**src/rtl/serial_add_ctrl.sv**
```systemverilog
// rtl/serial_add_ctrl.sv - bit-serial adder controller, LSB first, one bit per clock
// Optional signed-overflow output enabled by defining SERIAL_ADD_OVF_EN.

module full_adder (
    input  logic a,
    input  logic b,
    input  logic ci,
    output logic s,
    output logic co
);
    assign s  = a ^ b ^ ci;
    assign co = (a & b) | (ci & (a ^ b));
endmodule

module serial_add_ctrl #(
    parameter int WIDTH = 16
) (
    input  logic             Clk,
    input  logic             Rst_n,
    input  logic             Start,
    input  logic [WIDTH-1:0] A,
    input  logic [WIDTH-1:0] B,
    input  logic             Cin,
    output logic             Busy,
    output logic             Done,
    output logic [WIDTH-1:0] Sum,
`ifdef SERIAL_ADD_OVF_EN
    output logic             Overflow,
`endif
    output logic             Cout
);
    localparam int CW = $clog2(WIDTH + 1);

    typedef enum logic [1:0] {
        S_IDLE = 2'd0,
        S_RUN  = 2'd1,
        S_DONE = 2'd2
    } state_t;

    state_t           r_state;
    state_t           w_next;
    logic [WIDTH-1:0] r_a;
    logic [WIDTH-1:0] r_b;
    logic [WIDTH-1:0] r_res;
    logic [WIDTH-1:0] r_sum;
    logic             r_carry;
    logic             r_cout;
    logic [CW-1:0]    r_cnt;
    logic             w_fa_s;
    logic             w_fa_co;
    logic             w_last;
    logic [WIDTH-1:0] w_res_next;
`ifdef SERIAL_ADD_OVF_EN
    logic             r_ovf;
`endif

    full_adder u_fa (
        .a  (r_a[0]),
        .b  (r_b[0]),
        .ci (r_carry),
        .s  (w_fa_s),
        .co (w_fa_co)
    );

    assign w_last     = (r_cnt == CW'(WIDTH - 1));
    assign w_res_next = {w_fa_s, r_res[WIDTH-1:1]};

    always_ff @(posedge Clk or negedge Rst_n) begin
        if (!Rst_n) begin
            r_state <= S_IDLE;
        end else begin
            r_state <= w_next;
        end
    end

    always_comb begin
        w_next = r_state;
        case (r_state)
            S_IDLE:  if (Start) w_next = S_RUN;
            S_RUN:   if (w_last) w_next = S_DONE;
            S_DONE:  w_next = S_IDLE;
            default: w_next = S_IDLE;
        endcase
    end

    always_comb begin
        Busy = 1'b0;
        Done = 1'b0;
        case (r_state)
            S_RUN:   Busy = 1'b1;
            S_DONE:  Done = 1'b1;
            default: ;
        endcase
    end

    // Sum/Cout load straight from the final bit so they never expose a partial result.
    always_ff @(posedge Clk or negedge Rst_n) begin
        if (!Rst_n) begin
            r_a     <= '0;
            r_b     <= '0;
            r_res   <= '0;
            r_sum   <= '0;
            r_carry <= 1'b0;
            r_cout  <= 1'b0;
            r_cnt   <= '0;
`ifdef SERIAL_ADD_OVF_EN
            r_ovf   <= 1'b0;
`endif
        end else begin
            case (r_state)
                S_IDLE: begin
                    if (Start) begin
                        r_a     <= A;
                        r_b     <= B;
                        r_carry <= Cin;
                        r_res   <= '0;
                        r_cnt   <= '0;
                    end
                end
                S_RUN: begin
                    r_a     <= r_a >> 1;
                    r_b     <= r_b >> 1;
                    r_carry <= w_fa_co;
                    r_res   <= w_res_next;
                    r_cnt   <= r_cnt + CW'(1);
                    if (w_last) begin
                        r_sum  <= w_res_next;
                        r_cout <= w_fa_co;
`ifdef SERIAL_ADD_OVF_EN
                        // r_carry here is the carry into the MSB.
                        r_ovf  <= r_carry ^ w_fa_co;
`endif
                    end
                end
                default: ;
            endcase
        end
    end

    assign Sum  = r_sum;
    assign Cout = r_cout;
`ifdef SERIAL_ADD_OVF_EN
    assign Overflow = r_ovf;
`endif

endmodule

```
**config.mk**
```make
export PLATFORM = sky130hd
export DESIGN_NAME = serial_add_ctrl
export DESIGN_NICKNAME = d
export VERILOG_FILES = /design/src/rtl/serial_add_ctrl.sv
export SDC_FILE = /design/constraint.sdc
export NUM_CORES = 1
export LEC_CHECK = 0
export CORE_ASPECT_RATIO = 1.1
export CORE_MARGIN = 8
export CORE_UTILIZATION = 40
export DETAILED_ROUTE_END_ITERATION = 6
export PLACE_DENSITY = 0.66
export SYNTH_ARGS = -nofsm -noshare
export SYNTH_HDL_FRONTEND = slang
export SYNTH_SLANG_ARGS = --single-unit
```
**constraint.sdc**
```tcl
create_clock -name Clk -period 2.3 [get_ports Clk]
set_input_delay 0.345 -clock Clk [delete_from_list [all_inputs] [get_ports Clk]]
set_output_delay 0.345 -clock Clk [all_outputs]
set_load 0.03 [all_outputs]
```
==> run_results.csv, run 1 <==
group,metric,value,unit
run_status,outcome,"completed",
timing,rsz0062_at_grt,"no",
timing,clock.fmax,0.553,GHz
yosys,ys_top_cells_by_count,"dfrtp_1, a21oi_1, o21ai_0",
timing,maxSlewHeadroom,0.396,
worst_setup_path,cpLargestDelayFamily,"adder cells",
yosys,synth_top_family_by_area,"compound AO/OA/AOI/OAI gates",
cells_and_area,final_area,4050,sq um
global_routing,antenna_found_initial,0,
floorplan,io_pins,55,
worst_setup_path,required,2520,ps
timing,fin_tns_setup,0,ps
cells_and_area,syn_to_final_growth,23.1,%
place,place_ws,494,ps
worst_setup_path,crit_type,"reg2reg",
min_path,hold_class,"in2async",
yosys,synth-compound-area-share,0.230,
yosys,ys_ff_latch,72,
global_routing,grt_pass1_vias,2505,
cts,clockBufferDepth,2,
cts,post_cts_buffers,0,
detailed_routing,drt-pass1-iter-count,4,
place,dp_hpwl,4520,um
worst_setup_path,critPathCaptureType,"flip-flop",
yosys,synth_top_area_share,0.548,
yosys,syn_nets,326,
power,p_per_area,1240,nW/um^2
run,maxCapViolations,0,
yosys,synthArstFlopShare,1.00,
cts,htree_levels,3,
place,portBuffers,54,
detailed_routing,routed_via_density,5.33,
cts,cts_tree,"built",
timing,fin_crit_sh,0.786,
power,power.leakage,1.79,nW
floorplan,rows,34,
worst_setup_path,reg2regPathDepth,5,
yosys,synth-edff-count,0,
cells_and_area,drive_above_1_share,0.141,
worst_setup_path,cp_common_cell,"ha_1",
timing,setup_viol,0,
yosys,yosysMostFrequentCell,"dfrtp_1",
cts,post_cts_resized,0,
cells_and_area,fin_nets,375,
global_routing,overflow,0,
yosys,ys_types,31,
yosys,netlist_top_cells_area,"dfrtp_1, a22oi_1, nor2b_1, a21oi_1, o21ai_0",
power,p_int,3.14,mW
place,dpl_cell_area,3880,sq um
yosys,ys.flop_type,"dfrtp_1",
timing,tightest_slew,906,ps
worst_setup_path,cp.arrival,2030,ps
yosys,synth_adder_area_share,0.0137,
cts,clk_pin_slew,70,ps
worst_setup_path,critPathMaxStageDelay,420,ps
floorplan,dieWidth,102,um
yosys,synth_top_area_cell,"dfrtp_1",
timing,finalWorstSetupSlack,493,ps
worst_setup_path,critPathMaxFanout,18,
cts,clock_latency,340,ps
floorplan,die_area,11400,sq um
cts,root_buffer,"clkbuf_8",
timing,hold_violations,0,
yosys,yosysSeqAreaShare,0.548,
worst_setup_path,crit_slowest_cell,"dfrtp_1",
cells_and_area,diodes,0,
yosys,synth-xor-area-share,0,
yosys,synthMuxAreaShare,0.0715,
cells_and_area,fill_cells,742,
cts,cts_buffers,9,
yosys,synth_cells,287,
power,share_comb_of_total_power,0.400,
power,clockPowerShare,0.174,
detailed_routing,drt_wl_total,7050,um
cells_and_area,postLayoutCoreUtil,0.509,
yosys,yosys_warnings,0,
yosys,yosys.area_share.simple,0.0890,
floorplan,start_util,0.414,
worst_setup_path,critPathLaunchType,"flip-flop",
power,seqPwrFrac,0.427,
global_routing,grt_max_degree,73,
timing,period_minus_slack,1810,ps
timing,final_max_slew_viol_count,0,
global_routing,grt_pass1_wl,12300,um
yosys,syn_avg_cell_area,11.5,sq um
power,p_switching,1.88,mW
floorplan,die_h,111,um
timing,fin_worst_skew,7.26,ps
yosys,syn-cell-area,3290,sq um
cts,cts_hold_buf,0,
detailed_routing,num_vias,2395,
place,place_congestion,0.750,
power,finalPower,5.02,mW
detailed_routing,drt_iter0_drc,116,
worst_setup_path,path_cells,"ha_1 > and3_1 > ha_1 > nand2_4 > mux2_2",
worst_setup_path,cp.depth,5,
power,ir_drop,0.470,mV
power,sw_frac_of_total,0.375,
detailed_routing,wl_per_cell,15.7,um
floorplan,core_area,7960,sq um
worst_setup_path,critPathBufInv,0,
global_routing,grt.total_usage,0.134,
detailed_routing,final_antenna_net_count,0,
cts,clock-sinks,72,
detailed_routing,drcViolationCount,0,
## state kept, by name (all words and copies together) (netlist names)
name and cells:
r_cnt 5, r_carry 1, r_a 16, Sum 16, Cout 1, r_res 15, r_state 2, r_b 16
## routing by layer
metal	vias to the layer above	global-route usage	part of all wire
li1	1138	-	-
met1	1176	0.178	0.47
met2	67	0.200	0.46
met3	14	0.0264	0.051
met4	0	0.0667	0.022
met5	-	0	0
## layout make-up
cell class / count / area, sq um / area share
Inverter: 5 / 21.3 / 0.00525
Timing Repair Buffer: 61 / 586 / 0.145
Multi-Input combinational cell: 187 / 1330 / 0.329
Tap cell: 108 / 135 / 0.0334
Clock inverter: 6 / 35.0 / 0.00865
Clock buffer: 10 / 138 / 0.0340
Sequential cell: 72 / 1800 / 0.445
## per-stage QoR
stage | hold WS, ps | instances
finish | 153 | 449
global route | 215 | 449
CTS | 161 | 449
detailed placement | 482 | 433
global placement | 482 | 433
floorplan | 49.4 | 287
## final timing paths
path / startpoint / slack, ps / endpoint
max: r_cnt[0]$_DFFE_PN0P_ / 490 / Sum[3]$_DFFE_PN0P_
max in group asynchronous: Rst_n / 1580 / r_b[11]$_DFFE_PN0P_
max reg2reg: r_cnt[0]$_DFFE_PN0P_ / 490 / Sum[3]$_DFFE_PN0P_
min reg2reg: Sum[3]$_DFFE_PN0P_ / 510 / Sum[3]$_DFFE_PN0P_
min: Rst_n / 150 / Sum[1]$_DFFE_PN0P_
min in group Clk: Sum[3]$_DFFE_PN0P_ / 510 / Sum[3]$_DFFE_PN0P_
## cell usage in the layout, fill, tap and decap left out, drive strengths merged, types with 2 or more instances in the layout
cell type,n
clkinv,4
o21ai,36
a22o,16
ha,2
nand2,6
clkbuf,10
a21oi,33
dfrtp,72
clkinvlp,2
clkdlybuf4s50,51
inv,5
buf,10
mux2,17
and2b,6
a22oi,31
nor2b,29
## power by group through the flow
stage               sequential, mW  clock [mW]  combinational [mW]
global route                  2.22       0.953                2.21
finish                        2.14       0.872                2.01
global placement              2.15           0                1.98
detailed placement            2.16           0                2.03
floorplan                     2.30           0                1.24
CTS                           2.14       0.906                2.03
## cells by family after synthesis
family,count (synthesis)
compound gates,120
simple gates,46
fa+ha+maj,3
flops,72
buf+inv,28
mux,18
No activity file was read; power rests on OpenSTA's default activity.
==> inputs of run 2 (changes only) <==
==> constraint.sdc (replaced) <==
create_clock -name Clk -period 1.85 [get_ports Clk]
set_input_delay 0.2775 -clock Clk [delete_from_list [all_inputs] [get_ports Clk]]
set_output_delay 0.2775 -clock Clk [all_outputs]
set_load 0.03 [all_outputs]
==> run_results.csv, run 2 (same netlist as run 1, synthesis figures left out) <==
group,metric,value,unit
run_status,outcome,"completed",
detailed_routing,drt_iter0_drc,119,
place,dp_hpwl,4700,um
timing,period_minus_slack,1770,ps
cells_and_area,drive_above_1_share,0.153,
cells_and_area,final_area,4210,sq um
cells_and_area,syn_to_final_growth,28.0,%
timing,fin_worst_skew,6.11,ps
worst_setup_path,critPathLaunchType,"flip-flop",
power,power.leakage,1.86,nW
cts,clock_latency,340,ps
detailed_routing,drt_wl_total,7160,um
power,finalPower,6.70,mW
global_routing,overflow,0,
detailed_routing,wl_per_cell,15.7,um
place,place_congestion,0.748,
floorplan,dieWidth,102,um
detailed_routing,drt-pass1-iter-count,4,
cts,clockBufferDepth,2,
worst_setup_path,critPathMaxFanout,19,
timing,setup_viol,0,
detailed_routing,drcViolationCount,0,
detailed_routing,final_antenna_net_count,0,
floorplan,die_area,11400,sq um
cells_and_area,regArea,1800,sq um
worst_setup_path,critPathCaptureType,"output port",
place,dpl_cell_area,3950,sq um
timing,rsz0062_at_grt,"no",
global_routing,grt_max_degree,39,
worst_setup_path,crit_slowest_cell,"dfrtp_1",
power,ir_drop,0.512,mV
worst_setup_path,reg2regPathDepth,5,
cts,cts_tree,"built",
detailed_routing,routed_via_density,5.24,
worst_setup_path,critPathMaxStageDelay,380,ps
cells_and_area,layout_commonest_cell,"dfrtp_1",
timing,hold_violations,0,
worst_setup_path,cp_common_cell,"buf_4",
global_routing,grt_pass1_vias,2444,
cells_and_area,instances_no_fill,455,
cts,clock-sinks,72,
cts,post_cts_buffers,0,
floorplan,rows,34,
worst_setup_path,path_cells,"nand2b_4 > inv_4 > buf_4 > buf_4",
run,maxCapViolations,0,
timing,final_max_slew_viol_count,0,
place,dp_cells,437,
power,p_per_area,1590,nW/um^2
floorplan,core_area,7960,sq um
cts,htree_levels,3,
timing,maxSlewHeadroom,0.697,
worst_setup_path,required,1570,ps
detailed_routing,num_vias,2386,
place,portBuffers,54,
global_routing,grt_pass1_wl,12000,um
cts,root_buffer,"clkbuf_8",
cells_and_area,diodes,0,
floorplan,io_pins,55,
timing,tightest_slew,453,ps
timing,fin_tns_setup,0,ps
worst_setup_path,crit_type,"reg2out",
cells_and_area,fin_nets,381,
cells_and_area,fill_cells,717,
cells_and_area,multiInputGateArea,1360,sq um
global_routing,antenna_found_initial,0,
timing,clock.fmax,0.566,GHz
cells_and_area,most-common-layout-cells,"dfrtp_1, clkdlybuf4s50_1, a21oi_1, o21ai_0, a22oi_1",
min_path,hold_class,"in2async",
cts,clk_pin_slew,80,ps
global_routing,grt.total_usage,0.131,
floorplan,die_h,111,um
timing,fin_crit_sh,0.955,
floorplan,start_util,0.414,
worst_setup_path,cp.arrival,1490,ps
cts,cts_buffers,9,
==> run 2: final cells by class <==
| type | instances | share of cell area |
|---|---|---|
| Timing Repair Buffer | 66 | 0.157 |
| Tap cell | 108 | 0.0321 |
| Sequential cell | 72 | 0.428 |
| Clock buffer | 10 | 0.0303 |
| Multi-Input combinational cell | 188 | 0.322 |
| Inverter | 5 | 0.00505 |
| Clock inverter | 6 | 0.0255 |
==> run 2: repair_timing <==
action / in CTS / in global routing
hold buffers: 1 / 0
endpoints found under the setup margin: 0 / 12
resized for setup: 0 / 2
endpoints found under the hold margin: 19 / 0
==> run 2: path summary, 6_finish.rpt <==
| kind | from | endpoint | slack [ps] |
|---|---|---|---|
| setup / recovery | r_state[1]$_DFFE_PN0P_ | Busy | 80 |
| hold / removal | Rst_n | Sum[7]$_DFFE_PN0P_ | 360 |
| setup reg to reg | r_cnt[0]$_DFFE_PN0P_ | Sum[7]$_DFFE_PN0P_ | 140 |
| hold reg to reg | r_cnt[3]$_DFFE_PN0P_ | r_cnt[3]$_DFFE_PN0P_ | 490 |
| max in group asynchronous | Rst_n | r_res[9]$_DFFE_PN0P_ | 920 |
| min in group Clk | r_cnt[3]$_DFFE_PN0P_ | r_cnt[3]$_DFFE_PN0P_ | 490 |
==> run 2: layer usage <==
metal,vias to the layer above,part of all wire,global-route usage
li1,1154,-,-
met1,1164,0.46,0.172
met2,56,0.46,0.196
met3,12,0.055,0.0333
met4,0,0.018,0.0608
met5,-,0,0
==> run 2: through the flow <==
step | setup WS [ps] | utilization | hold slack, ps
floorplan | 146 | - | -18.1
global route | 9.12 | 0.530 | 373
CTS | 7.57 | 0.527 | 349
finish | 82.4 | 0.530 | 365
detailed placement | 19.5 | 0.496 | 180
global placement | 91.5 | 0.496 | 177
==> run 2: worst max-delay path: cells and delay by family, from the launching register on <==
| family | cells | cell delay [ps] |
|---|---|---|
| and+or+nand+nor | 1 | 160 |
| DFF | 1 | 380 |
| buffers and inverters | 3 | 610 |
==> run 2: power by group <==
part | switching [mW] | internal (mW)
Sequential | 0.456 | 2.21
Combinational | 1.32 | 1.23
Clock | 0.581 | 0.892
Total | 2.36 | 4.34
==> inputs of run 3 (changes only) <==
--- a/config.mk
+++ b/config.mk
@@ -6,10 +6,10 @@
 export NUM_CORES = 1
 export LEC_CHECK = 0
 export CORE_ASPECT_RATIO = 1.1
-export CORE_MARGIN = 8
-export CORE_UTILIZATION = 40
+export CORE_MARGIN = 5
+export CORE_UTILIZATION = 28
 export DETAILED_ROUTE_END_ITERATION = 6
-export PLACE_DENSITY = 0.66
+export PLACE_DENSITY = 0.5
 export SYNTH_ARGS = -nofsm -noshare
 export SYNTH_HDL_FRONTEND = slang
 export SYNTH_SLANG_ARGS = --single-unit
==> constraint.sdc (replaced) <==
create_clock -name Clk -period 2.15 [get_ports Clk]
set_input_delay 0.3225 -clock Clk [delete_from_list [all_inputs] [get_ports Clk]]
set_output_delay 0.3225 -clock Clk [all_outputs]
set_load 0.03 [all_outputs]
==> run_results.csv, run 3 (same netlist as run 1, synthesis figures left out) <==
group,metric,value,unit
detailed_routing,wl_per_cell,15.2,um
run_status,outcome,"completed",
cells_and_area,drive_above_1_share,0.145,
global_routing,grt.total_usage,0.112,
floorplan,die_h,124,um
power,p_int,3.77,mW
global_routing,grt_pass1_vias,2423,
cells_and_area,postLayoutCoreUtil,0.372,
timing,fin_worst_skew,6.65,ps
power,seqPwrFrac,0.390,
run,maxCapViolations,0,
cells_and_area,layout_commonest_cell,"dfrtp_1",
worst_setup_path,cp_common_cell,"buf_4",
cts,clockBufferDepth,2,
floorplan,rows,41,
cts,root_buffer,"clkbuf_16",
global_routing,grt_pass1_wl,12500,um
cells_and_area,fin_nets,378,
detailed_routing,dr_wl_met2,3450,um
worst_setup_path,critPathLaunchType,"flip-flop",
place,dp_hpwl,4830,um
timing,tightest_slew,444,ps
timing,maxSlewHeadroom,0.703,
global_routing,overflow,0,
worst_setup_path,cpLargestDelayFamily,"buffers and inverters",
floorplan,dieWidth,113,um
timing,fin_tns_setup,0,ps
timing,period_minus_slack,1820,ps
timing,setup_viol,0,
timing,hold_violations,0,
power,power.leakage,1.86,nW
power,p_switching,2.15,mW
power,p_per_area,1380,nW/um^2
cts,cts_tree,"built",
place,portBuffers,54,
cts,clk_pin_slew,60,ps
cts,clock-sinks,72,
cts,clock_latency,330,ps
detailed_routing,drt_iter0_drc,95,
place,place_congestion,0.760,
worst_setup_path,cp.arrival,1500,ps
power,ir_drop,0.629,mV
power,clockPowerShare,0.242,
min_path,hold_class,"in2async",
cells_and_area,final_area,4280,sq um
cells_and_area,syn_to_final_growth,30.1,%
floorplan,core_area,11500,sq um
timing,fin_crit_sh,0.847,
cells_and_area,regArea,1800,sq um
worst_setup_path,crit_type,"reg2out",
worst_setup_path,required,1830,ps
worst_setup_path,critPathBufInv,3,
detailed_routing,num_vias,2388,
detailed_routing,top_layer_used,"met4",
cts,post_cts_resized,0,
detailed_routing,drt_wl_total,7520,um
timing,finalWorstSetupSlack,328,ps
cts,htree_levels,3,
timing,rsz0062_at_grt,"no",
place,place_ws,331,ps
worst_setup_path,critPathCaptureType,"output port",
detailed_routing,drt-pass1-iter-count,4,
cts,cts_hold_buf,1,
global_routing,antenna_found_initial,0,
cts,cts_buffers,9,
timing,whs,482,ps
timing,clock.fmax,0.549,GHz
floorplan,io_pins,55,
cts,post_cts_buffers,0,
detailed_routing,routed_via_density,4.83,
worst_setup_path,critPathMaxStageDelay,390,ps
cells_and_area,multiInputGateArea,1330,sq um
global_routing,grt_max_degree,43,
worst_setup_path,critPathMaxFanout,28,
power,share_comb_of_total_power,0.369,
cells_and_area,fill_cells,1151,
cells_and_area,most-common-layout-cells,"dfrtp_1, clkdlybuf4s50_1, a21oi_1, o21ai_0, a22oi_1",
detailed_routing,route.met3.wl,327,um
worst_setup_path,path_cells,"buf_4 > buf_4 > nor2b_1 > buf_4",
cells_and_area,diodes,0,
floorplan,die_area,14000,sq um
timing,final_max_slew_viol_count,0,
detailed_routing,drcViolationCount,0,
power,sw_frac_of_total,0.364,
worst_setup_path,crit_slowest_cell,"dfrtp_1",
floorplan,start_util,0.286,
detailed_routing,final_antenna_net_count,0,
detailed_routing,met1Wirelength,3650,um
place,dpl_cell_area,3980,sq um
## run 3: cell types whose count changed in the layout (fill, tap and decap cells not counted), sizes merged
cell and change:
inv +4, bufinv -3, buf -2, clkinv -2, clkinvlp +2, clkbuf -1, nand2 -1
## run 3: path summary, 6_finish.rpt
kind	startpoint	to	slack [ps]	cells after the start
min in group Clk	Sum[3]$_DFFE_PN0P_	Sum[3]$_DFFE_PN0P_	500	1
max reg2reg	r_cnt[0]$_DFFE_PN0P_	Sum[5]$_DFFE_PN0P_	350	5
max in group asynchronous	Rst_n	r_b[13]$_DFFE_PN0P_	1100	3
min reg2reg	Sum[3]$_DFFE_PN0P_	Sum[3]$_DFFE_PN0P_	500	1
max	r_state[0]$_DFFE_PN0P_	Done	330	4
min	Rst_n	Sum[0]$_DFFE_PN0P_	480	2
## run 3: stage by stage
| step | instances | power (mW) |
|---|---|---|
| after global routing | 494 | 6.32 |
| after detailed placement | 477 | 4.54 |
| after global placement | 477 | 4.50 |
| after CTS | 494 | 6.00 |
| after floorplan | 287 | 3.79 |
| final | 494 | 5.92 |
## run 3: per-layer routing
metal  GRT usage  vias up
li1            -     1149
met1       0.143     1171
met2       0.186       59
met3      0.0282        9
met4      0.0368        0
met5           0        -
## run 3: power by group through the flow
stage / logic [mW] / registers, mW / clock network [mW]
after global placement: 2.19 / 2.31 / 0
after detailed placement: 2.22 / 2.32 / 0
after CTS: 2.22 / 2.31 / 1.48
after global routing: 2.40 / 2.38 / 1.53
after floorplan: 1.33 / 2.46 / 0
final: 2.18 / 2.31 / 1.43
## run 3: worst register-to-register path, stage by stage, from the launching register on
cell and delay, ps:
dfrtp_1 410, ha_1 240, and3_1 190, ha_1 220
nand2_4 250, mux2_2 390
## run 3: layout make-up
cell class | count | area share
Clock buffer | 9 | 0.0526
Sequential cell | 72 | 0.421
Timing Repair Buffer | 64 | 0.151
Inverter | 5 | 0.00497
Multi-Input combinational cell | 187 | 0.312
Tap cell | 150 | 0.0438
Clock inverter | 7 | 0.0146
